File: src/rtl/rv32i_pkg.sv
// Shared encodings for the RV32I multicycle controller: opcodes, datapath
// select/ALU/immediate encodings, FSM state and trap-cause enums.
package rv32i_pkg;

  localparam logic [6:0] OP_LOAD   = 7'b0000011;
  localparam logic [6:0] OP_STORE  = 7'b0100011;
  localparam logic [6:0] OP_R      = 7'b0110011;
  localparam logic [6:0] OP_I      = 7'b0010011;
  localparam logic [6:0] OP_BRANCH = 7'b1100011;
  localparam logic [6:0] OP_JAL    = 7'b1101111;
  localparam logic [6:0] OP_LUI    = 7'b0110111;
  localparam logic [6:0] OP_AUIPC  = 7'b0010111;

  localparam logic [2:0] ALU_ADD = 3'b000;
  localparam logic [2:0] ALU_SUB = 3'b001;
  localparam logic [2:0] ALU_AND = 3'b010;
  localparam logic [2:0] ALU_OR  = 3'b011;

  localparam logic [2:0] IMM_I = 3'b000;
  localparam logic [2:0] IMM_S = 3'b001;
  localparam logic [2:0] IMM_B = 3'b010;
  localparam logic [2:0] IMM_J = 3'b011;
  localparam logic [2:0] IMM_U = 3'b100;

  localparam logic [1:0] SRCA_PC    = 2'b00;
  localparam logic [1:0] SRCA_OLDPC = 2'b01;
  localparam logic [1:0] SRCA_RS1   = 2'b10;
  localparam logic [1:0] SRCA_ZERO  = 2'b11;

  localparam logic [1:0] SRCB_RS2  = 2'b00;
  localparam logic [1:0] SRCB_IMM  = 2'b01;
  localparam logic [1:0] SRCB_FOUR = 2'b10;

  localparam logic [1:0] RES_ALUOUT = 2'b00;
  localparam logic [1:0] RES_MEM    = 2'b01;
  localparam logic [1:0] RES_ALU    = 2'b10;

  typedef enum logic [3:0] {
    S_FETCH, S_DECODE, S_MEMADR, S_MEMREAD, S_MEMWB, S_MEMWRITE,
    S_EXEC_R, S_EXEC_I, S_ALUWB, S_BEQ, S_JAL, S_UPPER, S_TRAP
  } state_t;

  typedef enum logic [1:0] {
    TC_NONE    = 2'b00,
    TC_OPCODE  = 2'b01,
    TC_FUNCT   = 2'b10,
    TC_TIMEOUT = 2'b11
  } trap_cause_t;

  // Immediate format the DECODE cycle needs to form a branch/jump target.
  function automatic logic [2:0] imm_for_op(input logic [6:0] op);
    case (op)
      OP_STORE:         return IMM_S;
      OP_BRANCH:        return IMM_B;
      OP_JAL:           return IMM_J;
      OP_LUI, OP_AUIPC: return IMM_U;
      default:          return IMM_I;
    endcase
  endfunction

endpackage

File: src/rtl/mc_alu_dec.sv
// ALU function decode for R-type and I-type ALU instructions: maps funct3
// (and funct7[5] for R-type) to an ALU operation and flags illegal encodings.
module mc_alu_dec
  import rv32i_pkg::*;
(
  input  logic [2:0] i_func3,
  input  logic       i_func7_5,
  input  logic       i_is_rtype,
  output logic [2:0] o_alu_control,
  output logic       o_funct_legal
);

  always_comb begin
    o_alu_control = ALU_ADD;
    o_funct_legal = 1'b1;
    case (i_func3)
      3'b000: if (i_is_rtype && i_func7_5) o_alu_control = ALU_SUB;
      3'b110: o_alu_control = ALU_OR;
      3'b111: o_alu_control = ALU_AND;
      default: o_funct_legal = 1'b0;
    endcase
  end

endmodule

File: src/rtl/multicycle_ctrl.sv
// Multicycle RV32I control FSM: sequences FETCH/DECODE/EXEC/MEM/WB, drives the
// datapath selects and strobes, counts retired instructions and traps.
module multicycle_ctrl
  import rv32i_pkg::*;
#(
  parameter int INSTRET_W   = 32,
  parameter int MEM_TIMEOUT = 0
) (
  input  logic                 clk,
  input  logic                 rst_n,
  input  logic [6:0]           op_code,
  input  logic [2:0]           func3,
  input  logic [6:0]           func7,
  input  logic                 zero,
  input  logic                 mem_ready,
  output logic                 mem_req,
  output logic                 mem_write,
  output logic                 adr_src,
  output logic                 ir_write,
  output logic                 pc_write,
  output logic                 reg_write,
  output logic [1:0]           alu_src_a,
  output logic [1:0]           alu_src_b,
  output logic [1:0]           result_src,
  output logic [2:0]           imm_type,
  output logic [2:0]           alu_control,
  output logic                 trap,
  output logic [1:0]           trap_cause,
  output logic [INSTRET_W-1:0] instret,
  output logic [3:0]           o_dbg_state
);

  localparam int TO_W = (MEM_TIMEOUT > 1) ? $clog2(MEM_TIMEOUT) : 1;

  state_t               r_state;
  state_t               w_next;
  trap_cause_t          w_next_cause;
  logic [TO_W-1:0]      r_to_cnt;
  logic [INSTRET_W-1:0] r_instret;
  logic [1:0]           r_cause;
  logic [2:0]           w_dec_alu;
  logic                 w_funct_legal;
  logic                 w_is_rtype;
  logic                 w_waiting;
  logic                 w_timeout;
  logic                 w_retire;
  logic                 w_unused_func7;

  assign w_is_rtype     = (op_code == OP_R);
  assign w_unused_func7 = ^{func7[6], func7[4:0]};

  mc_alu_dec u_alu_dec (
    .i_func3       (func3),
    .i_func7_5     (func7[5]),
    .i_is_rtype    (w_is_rtype),
    .o_alu_control (w_dec_alu),
    .o_funct_legal (w_funct_legal)
  );

  // Memory handshake: a request completes in the cycle where mem_req and
  // mem_ready are both high; mem_req stays high until then (or a timeout trap).
  assign w_waiting = mem_req && !mem_ready;
  assign w_timeout = (MEM_TIMEOUT != 0) && w_waiting &&
                     (r_to_cnt == TO_W'(MEM_TIMEOUT - 1));

  always_comb begin
    w_next       = r_state;
    w_next_cause = TC_NONE;
    case (r_state)
      S_FETCH: if (mem_ready) w_next = S_DECODE;
      S_DECODE: begin
        case (op_code)
          OP_LOAD, OP_STORE: w_next = S_MEMADR;
          OP_R, OP_I: begin
            if (!w_funct_legal) begin
              w_next       = S_TRAP;
              w_next_cause = TC_FUNCT;
            end else begin
              w_next = w_is_rtype ? S_EXEC_R : S_EXEC_I;
            end
          end
          OP_BRANCH:        w_next = S_BEQ;
          OP_JAL:           w_next = S_JAL;
          OP_LUI, OP_AUIPC: w_next = S_UPPER;
          default: begin
            w_next       = S_TRAP;
            w_next_cause = TC_OPCODE;
          end
        endcase
      end
      S_MEMADR:   w_next = op_code[5] ? S_MEMWRITE : S_MEMREAD;
      S_MEMREAD:  if (mem_ready) w_next = S_MEMWB;
      S_MEMWB:    w_next = S_FETCH;
      S_MEMWRITE: if (mem_ready) w_next = S_FETCH;
      S_EXEC_R, S_EXEC_I, S_JAL, S_UPPER: w_next = S_ALUWB;
      S_ALUWB, S_BEQ: w_next = S_FETCH;
      S_TRAP:     w_next = S_TRAP;
      default:    w_next = S_FETCH;
    endcase
    if (w_timeout) begin
      w_next       = S_TRAP;
      w_next_cause = TC_TIMEOUT;
    end
  end

  assign w_retire = (w_next == S_FETCH) &&
                    (r_state == S_MEMWB || r_state == S_MEMWRITE ||
                     r_state == S_ALUWB || r_state == S_BEQ);

  always_ff @(posedge clk or negedge rst_n) begin
    if (!rst_n) begin
      r_state   <= S_FETCH;
      r_instret <= '0;
      r_cause   <= TC_NONE;
      r_to_cnt  <= '0;
    end else begin
      r_state <= w_next;
      if (w_retire) r_instret <= r_instret + INSTRET_W'(1);
      if (r_state != S_TRAP && w_next == S_TRAP) r_cause <= w_next_cause;
      // Any state change is an entry into a fresh wait window.
      if (w_next != r_state) r_to_cnt <= '0;
      else if (w_waiting)    r_to_cnt <= r_to_cnt + TO_W'(1);
    end
  end

  always_comb begin
    mem_req     = 1'b0;
    mem_write   = 1'b0;
    adr_src     = 1'b0;
    ir_write    = 1'b0;
    pc_write    = 1'b0;
    reg_write   = 1'b0;
    alu_src_a   = SRCA_PC;
    alu_src_b   = SRCB_RS2;
    result_src  = RES_ALUOUT;
    imm_type    = IMM_I;
    alu_control = ALU_ADD;
    case (r_state)
      S_FETCH: begin
        mem_req    = 1'b1;
        alu_src_b  = SRCB_FOUR;
        result_src = RES_ALU;
        ir_write   = mem_ready;
        pc_write   = mem_ready;
      end
      S_DECODE: begin
        alu_src_a = SRCA_OLDPC;
        alu_src_b = SRCB_IMM;
        imm_type  = imm_for_op(op_code);
      end
      S_MEMADR: begin
        alu_src_a = SRCA_RS1;
        alu_src_b = SRCB_IMM;
        imm_type  = op_code[5] ? IMM_S : IMM_I;
      end
      S_MEMREAD: begin
        mem_req = 1'b1;
        adr_src = 1'b1;
      end
      S_MEMWB: begin
        result_src = RES_MEM;
        reg_write  = 1'b1;
      end
      S_MEMWRITE: begin
        mem_req   = 1'b1;
        mem_write = 1'b1;
        adr_src   = 1'b1;
      end
      S_EXEC_R: begin
        alu_src_a   = SRCA_RS1;
        alu_control = w_dec_alu;
      end
      S_EXEC_I: begin
        alu_src_a   = SRCA_RS1;
        alu_src_b   = SRCB_IMM;
        alu_control = w_dec_alu;
      end
      S_ALUWB: reg_write = 1'b1;
      S_BEQ: begin
        alu_src_a   = SRCA_RS1;
        alu_control = ALU_SUB;
        pc_write    = zero;
      end
      S_JAL: begin
        alu_src_a = SRCA_OLDPC;
        alu_src_b = SRCB_FOUR;
        pc_write  = 1'b1;
      end
      S_UPPER: begin
        imm_type  = IMM_U;
        alu_src_b = SRCB_IMM;
        alu_src_a = op_code[5] ? SRCA_ZERO : SRCA_OLDPC;
      end
      default: ;
    endcase
    // Strobes and selects are forced low combinationally while reset is held.
    if (!rst_n) begin
      mem_req     = 1'b0;
      mem_write   = 1'b0;
      adr_src     = 1'b0;
      ir_write    = 1'b0;
      pc_write    = 1'b0;
      reg_write   = 1'b0;
      alu_src_a   = 2'b00;
      alu_src_b   = 2'b00;
      result_src  = 2'b00;
      imm_type    = 3'b000;
      alu_control = 3'b000;
    end
  end

  assign trap        = (r_state == S_TRAP);
  assign trap_cause  = r_cause;
  assign instret     = r_instret;
  assign o_dbg_state = r_state;

endmodule
File: config.mk
export PLATFORM = sky130hd
export DESIGN_NAME = multicycle_ctrl
export DESIGN_NICKNAME = d
export VERILOG_FILES = /design/src/rtl/rv32i_pkg.sv /design/src/rtl/mc_alu_dec.sv /design/src/rtl/multicycle_ctrl.sv
export SDC_FILE = /design/constraint.sdc
export NUM_CORES = 1
export LEC_CHECK = 0
export ABC_AREA = 1
export BUFFER_PORTS_ARGS = -buffer_cell sky130_fd_sc_hd__buf_2
export CORE_MARGIN = 2
export CORE_UTILIZATION = 60
export CTS_BUF_LIST = sky130_fd_sc_hd__clkbuf_2 sky130_fd_sc_hd__clkbuf_4 sky130_fd_sc_hd__clkbuf_8
export DETAILED_ROUTE_END_ITERATION = 10
export PLACE_DENSITY = 0.87
export SLEW_MARGIN = 0
export SYNTH_ARGS = -nofsm -noshare
export SYNTH_HDL_FRONTEND = slang
export SYNTH_HIERARCHICAL = 1
export SYNTH_SLANG_ARGS = --single-unit
File: constraint.sdc
create_clock -name clk -period 3.6 [get_ports clk]
set_input_delay 0.54 -clock clk [delete_from_list [all_inputs] [get_ports clk]]
set_output_delay 0.54 -clock clk [all_outputs]
set_load 0.005 [all_outputs]
==> metrics.md <==
| Metric | Value |
|---|---|
| Status | `finished clean` |
| Via density | `5.499` |
| Cell row count | `26` |
| Slew @ Worst Pin | `about 600 ps` |
| Cell at the root of the clock tree | `sky130_fd_sc_hd__clkbuf_8` |
| Setup TNS | `0 ps` |
| Largest net degree at the start of global routing | `44` |
| Synth Instances | `466` |
| Beginning of the worst register-to-register path | `o_dbg_state[2]$_DFF_PN0_` |
| Post-CTS Setup Bufs | `0` |
| Worst-case hold slack | `236.4 ps` |
| Die Outline Area | `5708 um^2` |
| Number of hold buffers added after CTS | `0` |
| Slack of the critical path | `1234 ps` |
| Critical path capture point type | `output pin` |
| Die Y | `75.55 um` |
| Largest stage delay on the critical path | `470 ps` |
| Nets@finish | `554` |
| Post-cts sizing count | `0` |
| Yosys warns | `6` |
| Critical path origin | `rst_n` |
| P&R area growth vs syn | `15.72%` |
| Cell taking the most area after synthesis | `sky130_fd_sc_hd__dfrtp_1` |
| Number of endpoints with negative hold slack in the final report | `0` |
| Fraction of final layout cells sized beyond drive strength 1 | `24.20%` |
| Worst-path cell chain | `buf_2, inv_1, nor4_1, buf_2` |
| LEAKAGE | `a little under 0.002 uW` |
| Power density cells | `496.5 nW/um^2` |
| Post-DP HPWL | `5827 um` |
| Router iterations before antenna repair | `5` |
| CTS tree | `built` |
| Global-route wire length before repair | `12,900 um` |
| Portion of the clock cycle consumed by the worst path in the final layout | `65.71%` |
| Area of all sequential standard cells | `950.9 um^2` |
| Clock-pin slew reported for the worst setup and hold paths after clock tree synthesis | `80 ps` |
| Sequential fraction of the synthesis area | `30.96%` |
| Vias post-DR | `between 3k and 4k` |
| Number of antenna violations at the first check in global routing | `0` |
| DR DRC count | `0` |
| Max transition margin | `59.98%` |
| Via count of the first global-routing pass | `2,972` |
| Post-synthesis area per instance | `6.592 um^2` |
| Routed length per placed instance | `around 13 um` |
| Input/output buffers | `70` |
| Total of max-cap violations | `0` |
| Number of max-slew violations in the final report | `0` |
| Pre-CTS setup slack | `1243 ps` |
| Cell with the largest stage delay on the worst path | `sky130_fd_sc_hd__buf_2` |
| Post-synthesis cell area | `3072 um^2` |
| Count of pins on the block boundary | `78` |
| Maximum root-to-sink buffer count | `2` |
| Number of buffers inserted during clock tree synthesis | `5` |
| RSZ-0062 raised after global routing | `false` |
| Post-DRT Antenna Nets | `0` |
| Data required time at the worst endpoint | `3060 ps` |
| Die Wd | `between 70 and 80 um` |
| FF+latch count, synth | `38` |
| Sum of buffers and inverters on the critical path | `3` |
| CP arrival | `1830 ps` |
| Fin Clk Skew | `8.379 ps` |
| Antenna diode instance count | `0` |
| Worst path top cell family by delay | `buffers and inverters` |
| Hold crit path type | `in2async` |
| Area share of the largest cell type after synthesis | `30.96%` |
| Achievable Freq | `0.4227 GHz` |
| Clock Latency Late Sink | `300 ps` |
| Area occupied by multi-input gates | `1775 um^2` |
| Setup violators final | `0` |
| GRT Resource Usage Total | `between 20 and 30%` |
| GRT Residual Overflow | `0` |
| Worst Setup Path Type | `in2out` |
| Cell types occupying the most area after synthesis | `sky130_fd_sc_hd__dfrtp_1 31%, sky130_fd_sc_hd__nand2_1 16%, sky130_fd_sc_hd__nand4_1 7.9%` |
| Nature of the critical path startpoint | `primary input` |
| H-tree Lvls | `2` |
| Crit path max fanout | `23` |
| Sink count of the clock tree | `38` |
| Effective utilization at floorplan | `61.31%` |
| Area of the core | `5010 um^2` |
| Gp weighted congestion | `0.9358` |
| Overall routed net length | `roughly 8000 um` |
| Dominant cell type by count on the critical path | `sky130_fd_sc_hd__buf_2` |
| Max VDD drop | `approximately 0.4 mV` |
| Shortest clock period the worst path allows after layout | `2366 ps` |
| Post-synth cell types | `33` |
| Fill cell count | `438` |
| Violation count after the first detailed-route iteration | `210` |
| Post-Syn Nets | `between 400 and 500` |
==> state kept, by name, summed over array words and instances, names as in the netlist <==
| signal | flops |
|---|---|
| instret | 32 |
| o_dbg_state | 4 |
| trap_cause | 2 |
==> placed cells by master (no fill, tap or decap), types with 7 or more instances in the layout <==
| cell type | netlist | routed |
|---|---|---|
| sky130_fd_sc_hd__a21oi_1 | 7 | 7 |
| sky130_fd_sc_hd__buf_2 | 0 | 70 |
| sky130_fd_sc_hd__dfrtp_1 | 38 | 38 |
| sky130_fd_sc_hd__inv_1 | 49 | 49 |
| sky130_fd_sc_hd__inv_2 | 9 | 9 |
| sky130_fd_sc_hd__nand2_1 | 134 | 134 |
| sky130_fd_sc_hd__nand2_2 | 25 | 25 |
| sky130_fd_sc_hd__nand3_1 | 38 | 38 |
| sky130_fd_sc_hd__nand4_1 | 39 | 39 |
| sky130_fd_sc_hd__nor2_1 | 53 | 53 |
| sky130_fd_sc_hd__nor3_1 | 13 | 13 |
| sky130_fd_sc_hd__xor2_1 | 10 | 10 |
==> layer usage <==
| layer | wire [um] | share of wire (%) | track usage, % | vias to the layer above |
|---|---|---|---|---|
| li1 | - | - | - | 1641 |
| met3 | 587 | 7.4 | 6.481 | 23 |
| met1 | 3200 | 40 | 35.29 | 1503 |
| met2 | 3969 | 50 | 51.21 | 149 |
| met5 | 0 | 0 | 0 | - |
| met4 | 184 | 2.3 | 10.72 | 0 |
==> path summary, 6_finish.rpt <==
check,depth (start not counted),end,slack [ps]
max,4,mem_write,1230
min,1,instret[2]$_DFFE_PN0P_,240
max reg2reg,11,instret[18]$_DFFE_PN0P_,1390
min reg2reg,2,trap_cause[1]$_DFFE_PN0P_,530
max in group asynchronous,2,instret[14]$_DFFE_PN0P_,2670
min in group clk,2,trap_cause[1]$_DFFE_PN0P_,530
==> kinds of logic after synthesis <==
| family | share of synthesized area [%] |
|---|---|
| buffers and inverters | 11.24 |
| adder cells (fa/ha/maj) | 0.4073 |
| AND/OR/NAND/NOR | 50.51 |
| flip-flops | 30.96 |
| AO/OA/AOI/OAI | 2.769 |
| XOR/XNOR | 3.992 |
| other | 0.1221 |
==> area by class of cell <==
class	count	area share [%]
Inverter	60	6.336
Timing Repair Buffer	73	10.49
Clock inverter	2	1.690
Clock buffer	6	2.323
Tap cell	70	2.464
Multi-Input combinational cell	354	49.95
Sequential cell	38	26.75
==> where the power goes <==
group          switching, uW  leakage, uW  internal (uW)
combinational            572      0.00136            214
sequential              53.0     0.000520            466
clock                    164    0.0000714            296
==> per-stage QoR <==
step,utilization [%],std cells,power (uW),cell area (um^2)
floorplan,-,466,1210,3072
global placement,68.11,595,1286,3412
detailed placement,68.11,595,1303,3412
CTS,70.95,603,1760,3555
global route,70.95,603,1874,3555
finish,70.95,603,1765,3555
==> synth_stat cells (all sizes together) <==
cell / count
o41ai: 1
nor4: 1
nand4: 39
a31oi: 4
inv: 58
clkbuf: 2
nand3b: 6
ha: 1
o22ai: 1
xnor2: 4
nand3: 41
nor3: 14
conb: 1
nand2: 160
xor2: 10
clkinv: 2
buf: 12
a21oi: 7
nor2: 61
or2: 1
dfrtp: 38
o21ai: 2
Note: power is estimated with default switching activity, not from simulation.
